## src/rtl/mux_port_arbiter_pkg.sv

```systemverilog
// mux_port_arbiter_pkg: shared state encoding, requester indices and round-robin picker
package mux_port_arbiter_pkg;

    typedef enum logic {
        IDLE = 1'b0,
        BUSY = 1'b1
    } state_t;

    localparam int REQ_FETCH = 0;
    localparam int REQ_LSU   = 1;
    localparam int REQ_DEBUG = 2;
    localparam int REQ_DMA   = 3;

    typedef struct packed {
        logic       found;
        logic [1:0] idx;
    } pick_t;

    // Scans ptr, ptr+1, ptr+2, ptr+3 (mod 4); the closest set request wins.
    function automatic pick_t rr_pick(input logic [3:0] req, input logic [1:0] ptr);
        pick_t      p;
        logic [1:0] k;
        p = '0;
        for (int i = 3; i >= 0; i--) begin
            k = ptr + 2'(i);
            if (req[k]) begin
                p.found = 1'b1;
                p.idx   = k;
            end
        end
        return p;
    endfunction

endpackage

```

## src/rtl/mux_port_arbiter_mux.sv

```systemverilog
// multiplexer_4_to_1: plain 4:1 data multiplexer
module multiplexer_4_to_1 #(
    parameter int N_BITS = 32
) (
    input  logic [1:0]        selector_i,
    input  logic [N_BITS-1:0] data_0_i,
    input  logic [N_BITS-1:0] data_1_i,
    input  logic [N_BITS-1:0] data_2_i,
    input  logic [N_BITS-1:0] data_3_i,
    output logic [N_BITS-1:0] data_o
);

    // Route the selected channel; always driven, so no X leaks when idle.
    always_comb
        data_o = selector_i[1] ? (selector_i[0] ? data_3_i : data_2_i)
                               : (selector_i[0] ? data_1_i : data_0_i);

endmodule

```

## src/rtl/mux_port_arbiter.sv

```systemverilog
// mux_port_arbiter: round-robin burst arbiter for one shared datapath port
module mux_port_arbiter
    import mux_port_arbiter_pkg::*;
#(
    parameter int N_BITS    = 32,
    parameter int BURST_LEN = 4
) (
    input  logic              clk,
    input  logic              reset,
    input  logic [3:0]        req_i,
    input  logic [N_BITS-1:0] data_0_i,
    input  logic [N_BITS-1:0] data_1_i,
    input  logic [N_BITS-1:0] data_2_i,
    input  logic [N_BITS-1:0] data_3_i,
    input  logic              ready_i,
    output logic [3:0]        grant_o,
    output logic [1:0]        sel_o,
    output logic              valid_o,
    output logic [N_BITS-1:0] data_o,
    output logic              beat_o
);

    localparam int            CW   = BURST_LEN > 1 ? $clog2(BURST_LEN) : 1;
    localparam logic [CW-1:0] LAST = CW'(BURST_LEN - 1);

    state_t        state;
    logic [1:0]    ptr;
    logic [CW-1:0] cnt;
    logic          release_now;
    logic [1:0]    scan_ptr;
    pick_t         pick;

    multiplexer_4_to_1 #(.N_BITS(N_BITS)) u_mux (
        .selector_i (sel_o),
        .data_0_i   (data_0_i),
        .data_1_i   (data_1_i),
        .data_2_i   (data_2_i),
        .data_3_i   (data_3_i),
        .data_o     (data_o)
    );

    // Handshake, release decision and next-owner pick; scanning from owner+1 leaves the
    // releasing owner last, so it is re-granted only when it is the sole requester.
    always_comb begin
        valid_o     = !reset && state == BUSY && req_i[sel_o];
        beat_o      = valid_o && ready_i;
        release_now = state == BUSY && ((beat_o && cnt == LAST) || !req_i[sel_o]);
        scan_ptr    = release_now ? sel_o + 2'd1 : ptr;
        pick        = rr_pick(req_i, scan_ptr);
    end

    // Ownership FSM: grant from idle or hand over on release, otherwise count beats.
    always_ff @(posedge clk) begin
        if (reset) begin
            state   <= IDLE;
            grant_o <= '0;
            sel_o   <= '0;
            ptr     <= '0;
            cnt     <= '0;
        end else if (state == IDLE || release_now) begin
            if (release_now) begin
                ptr <= sel_o + 2'd1;
                cnt <= '0;
            end
            state   <= pick.found ? BUSY : IDLE;
            grant_o <= pick.found ? 4'b0001 << pick.idx : 4'b0000;
            if (pick.found)
                sel_o <= pick.idx;
        end else if (beat_o) begin
            cnt <= cnt + 1'b1;
        end
    end

endmodule

```

## config.mk

```make
export PLATFORM = sky130hd
export DESIGN_NAME = mux_port_arbiter
export DESIGN_NICKNAME = d
export VERILOG_FILES = /design/src/rtl/mux_port_arbiter_pkg.sv /design/src/rtl/mux_port_arbiter_mux.sv /design/src/rtl/mux_port_arbiter.sv
export SDC_FILE = /design/constraint.sdc
export NUM_CORES = 1
export LEC_CHECK = 0
export CAP_MARGIN = 5
export CORE_ASPECT_RATIO = 0.7
export CORE_MARGIN = 5
export CORE_UTILIZATION = 29
export DETAILED_ROUTE_END_ITERATION = 8
export GPL_ROUTABILITY_DRIVEN = 0
export PLACE_DENSITY = 0.91
export SYNTH_ARGS = -nofsm -noshare
export SYNTH_HDL_FRONTEND = slang
export SYNTH_SLANG_ARGS = --single-unit
export TNS_END_PERCENT = 1
```

## constraint.sdc

```tcl
create_clock -name clk -period 3.07 [get_ports clk]
set_clock_uncertainty 0.15 [all_clocks]
set_input_delay 0.921 -clock clk [delete_from_list [all_inputs] [get_ports clk]]
set_output_delay 0.921 -clock clk [all_outputs]
set_load 0.005 [all_outputs]
```

### After elaboration in Yosys (flattened, before gate mapping)

Index checks and enable logic that the tools add are counted.

* logic and storage cells: 54
* output and inout bits: 40
* input port bits: 135
* register bits: 11

* reduce and logical (&&, ||, !) cells: 12
* mux-type cells: 23
* order comparisons: 5
* shift-type cells: 1
* bitwise logic cells: 1
* add/subtract/negate cells: 5
* equal/unequal tests: 2

Operator list (count)
* 2-to-1 mux 32 bit: 3
* less-than comparator 2 x 3 -> 1 bit, second input constant: 5
* 2-to-1 mux 3 bit: 4
* binary-select mux 1 bit (select 2 bit): 5
* 2-to-1 mux 2 bit: 4
* adder 2 x 1 -> 2 bit, second input constant: 3
* 2-to-1 mux 1 bit: 6
* logical AND 1 bit: 5
* adder 2 bit, second input constant: 2
* 2-to-1 mux 4 bit: 1
* AND reduction 2 bit: 2
* left shift 1 x 2 -> 4 bit, first input constant: 1
* == test 2 bit, second input constant: 1
* zero test 1 bit: 2
* logical OR 1 bit: 2
* != test 2 bit, second input constant: 1
* nonzero test 2 bit: 1
* inverter 1 bit: 1

### Logic depth before layout (Yosys ltp)

* word-level depth: 17
* depth in mapped cells: 8
* mapped depth without buffers: 7

### Cells and area by module

From an unflattened synthesis, not the netlist that was laid out.

* cells, all modules: 127
* area, all modules: 1535.2 µm²

By module, submodules not included
* multiplexer_4_to_1: cells an instance 39, area each 814.5 µm², instances 1, seq. area each 0.0 µm²
* mux_port_arbiter: cells an instance 88, area each 720.7 µm², instances 1, seq. area each 220.2 µm²

### Worst setup path after synthesis

Ideal clock, no wire load.

* kind: input -> output
* start point: input req_i[0]
* end point: output beat_o
* stages: 4
* arrival time: 1764 ps
* data required time: 1999 ps
* path slack: 235 ps
* path buffers: 1
* cell sequence: clkbuf_1 > mux4_2 > nand2_1 > nor3_1

* word-level cells in the longest chain between the ends: 4

Ends and longest elaborated chain
* from (decl): line mux_port_arbiter.sv:10 `input logic [3:0] req_i,`
* binary-select mux 1 bit (select 2 bit): line mux_port_arbiter.sv:45 `valid_o = !reset && state == BUSY && req_i[sel_o];`
* 2-to-1 mux 1 bit (not written as such): line mux_port_arbiter.sv:45
* logical AND 1 bit: line mux_port_arbiter.sv:45
* logical AND 1 bit: line mux_port_arbiter.sv:46 `beat_o = valid_o && ready_i;`
* to (decl): line mux_port_arbiter.sv:20 `output logic beat_o`

Every way passes these cells. The select of a mux whose other input is x is not followed.

### Final worst setup path

* start point: input data_0_i[12]
* end point: output data_o[12]

* word-level cells in the longest chain between the ends: 2

Ends and longest elaborated chain
* from (decl): line mux_port_arbiter.sv:11 `input logic [N_BITS-1:0] data_0_i,`
* 2-to-1 mux 32 bit: line mux_port_arbiter_mux.sv:16 `: (selector_i[0] ? data_1_i : data_0_i);`
* 2-to-1 mux 32 bit: line mux_port_arbiter_mux.sv:15 `data_o = selector_i[1] ? (selector_i[0] ? data_3_i : data_2_i)`
* to (decl): line mux_port_arbiter.sv:19 `output logic [N_BITS-1:0] data_o,`

Every way passes these cells.

==> results.sh <==
export IMPL_drtIter0Drc=122
export IMPL_critPathLaunchType="input pin"
export IMPL_dp_cells=391
export IMPL_cp_required_ns=2.00
export IMPL_synthXorXnorAreaFrac=0
export IMPL_antenna_cells=0
export IMPL_period_share=0.992
export IMPL_yosysWarningCount=0
export IMPL_critPathArrivalTime_ns=1.97
export IMPL_drt_total_wl_um=7550
export IMPL_grt_pass1_vias=2164
export IMPL_hold_violations=0
export IMPL_slowest_delay_ns=0.48
export IMPL_fillCellCount=428
export IMPL_synth_nets=278
export IMPL_fin_tns_setup_ns=0
export IMPL_synth_area_um2=1610
export IMPL_slew_headroom=0.655
export IMPL_fin_area_um2=3370
export IMPL_ys_seq_elements=11
export IMPL_overflow=0
export IMPL_max_freq_ghz=0.328
export IMPL_area_growth_pct=109
export IMPL_route_antenna_remaining_nets=0
export IMPL_synth_seq_area_share=0.137
export IMPL_place_area_um2=3490
export IMPL_layout_cells_non_filler=395
export IMPL_hp_class="reg2reg"
export IMPL_syn_avg_cell_area_um2=11.3
export IMPL_cts_hold_buf=0
export IMPL_drive_gt1_frac=0.307
export IMPL_fin_crit_ns=3.04
export IMPL_setup_viol=0
export IMPL_power_w=0.000870
export IMPL_reg2reg_slack_ns=0.39
export IMPL_synthSimpleGateAreaFrac=0.163
export IMPL_clockBufferDepth=2
export IMPL_worstPathCellList="clkdlybuf4s50_1 -> mux4_2 -> buf_2"
export IMPL_synth_compound_area_frac=0.126
export IMPL_clock_latency_ns=0.25
export IMPL_synthFlopType="dfxtp_1"
export IMPL_yosysTopAreaCell="mux4_2"
export IMPL_hpwl_um=6610
export IMPL_crit_type="in2out"
export IMPL_route_detailed_drc=0
export IMPL_final_nets=460
export IMPL_die_area_um2=7160
export IMPL_viasPerCell=5.19
export IMPL_p_leak_nw=1.29
export IMPL_synthTopCellsByArea="mux4_2 46%, dfxtp_1 14%, nor2_1 3.5%"
export IMPL_synth_cell_type_count=42
export IMPL_powerDensity_nw_per_um2=258
export IMPL_grt_total_usage=0.199
export IMPL_post_cts_resized=114
export IMPL_cts_root_buf="clkbuf_8"
export IMPL_drv_cap=0
export IMPL_cts_clk_slew_worst_paths_ns=0.05
export IMPL_utilization=0.634
export IMPL_tightest_slew_ns=0.514
export IMPL_cts_made_buffers=3
export IMPL_ir_drop_mv=0.136
export IMPL_portBuffers=174
export IMPL_synth_mux_area_frac=0.488
export IMPL_initial_core_util=0.303
export IMPL_grt_max_degree=27
export IMPL_async_flop_share=0
export IMPL_antenna_found_initial=0
export IMPL_num_rows=22
export IMPL_die_y_um=72.3
export IMPL_io_pins=175
export IMPL_synth_edf_count=0
export IMPL_critical_path_buf_inv_count=2
export IMPL_crit_slowest_cell="mux4_2"
export IMPL_grt_pass1_wl_um=11400
export IMPL_core_um2=5310
export IMPL_vias=2049
export IMPL_cts_tree="yes"
export IMPL_path_delay_family="buffers and inverters"
export IMPL_outcome="finished, final reports clean"
export IMPL_drt_pass1_iterations=6
export IMPL_synth_top_family_by_area="multiplexers"
export IMPL_clock_sinks=11
export IMPL_cts_setup_buffers=0
export IMPL_path_max_fanout=1
export IMPL_h_tree_depth=1
export IMPL_synth_adder_area_share=0.00778
export IMPL_die_w_um=99.0
export IMPL_synth_top_area_share=0.462
export IMPL_routedWlPerCell_um=19.1
export IMPL_rsz0062_at_grt="true"
export IMPL_end_kind="primary output"
export IMPL_slew_violations=0
export IMPL_synthCells=142
## stage by stage
stage / hold slack [ns] / setup WS (ns)
2_1_floorplan: 0.289 / 0.235
4_1_cts: 0.299 / -0.0627
6_report: 0.301 / 0.0258
3_5_place_dp: 0.292 / -0.501
3_3_place_gp: 0.284 / -0.494
5_1_grt: 0.353 / -0.00580
## worst register-to-register path: stages, from the launching register on
cell and delay (ns):
dfxtp_2 0.50, buf_4 0.27, buf_4 0.18, mux2_2 0.35, o21ai_1 0.22, or3_2 0.16, o221ai_1 0.11, or3_4 0.40
a32o_1 0.23
## final cells by class
class,instances,area [um^2],share of cell area
Timing Repair Buffer,193,1720,0.512
Multi-Input combinational cell,111,1270,0.378
Sequential cell,11,223,0.0661
Tap cell,72,90.1,0.0267
Clock buffer,4,45.0,0.0134
Inverter,4,15.0,0.00446
## cells in the mapped netlist (2+ instances only)
cell type and instances:
a2111oi_0 2, a21oi_1 3, a22oi_1 2, a32o_1 2, and4bb_1 2, buf_2 6
clkbuf_1 5, clkbuf_8 4, dfxtp_1 11, inv_1 4, mux2_2 2, mux2i_1 2
mux4_2 33, nand2_1 10, nand2b_1 2, nand4_1 2, nor2_1 15, nor3_1 4
nor4_1 2, o2111ai_1 3, o211a_1 2, o21ai_0 2, o221ai_1 2, or3_4 2
## cell usage in the layout (no fill, tap or decap), types with 5 or more instances in the layout
master and count:
buf_2 19, clkdlybuf4s50_1 133, mux4_2 33, nor2_1 15
buf_4 18, clkbuf_2 15, nand2_1 9, dlygate4sd2_1 5
dfxtp_1 9
## power by group
group          switching (W)  total [W]  leakage [nW]  internal (W)
sequential         0.0000162   0.000171        0.0910      0.000155
combinational       0.000183   0.000545          1.18      0.000362
clock              0.0000618   0.000154        0.0228     0.0000918
## layer usage
layer | vias up | global-route usage | wire [um] | part of all wire
met5 | - | 0 | 0 | 0
met4 | 0 | 0.0515 | 116 | 0.015
met3 | 10 | 0.0653 | 739 | 0.098
met2 | 115 | 0.347 | 3870 | 0.51
met1 | 964 | 0.239 | 2830 | 0.37
li1 | 960 | - | - | -
## flip-flops by register name, indices dropped and copies added, names as in the netlist
signal	cells
grant_o	4
state	1
ptr	2
cnt	2
sel_o	2
## path summary, 6_finish.rpt
path	startpoint	to	cells past startpoint
worst min-delay path	grant_o[3]	grant_o[3]	2
worst max register to register	sel_o[0]	grant_o[2]	8
worst max-delay path	data_0_i[12]	data_o[12]	3
worst min register to register	grant_o[3]	grant_o[3]	2
## logic make-up after synthesis
family                   after synthesis
buffers and inverters                 20
AND/OR/NAND/NOR                       47
multiplexers                          37
flip-flops                            11
adder cells (fa/ha/maj)                1
AO/OA/AOI/OAI                         26
(Power assumes the default switching activity.)
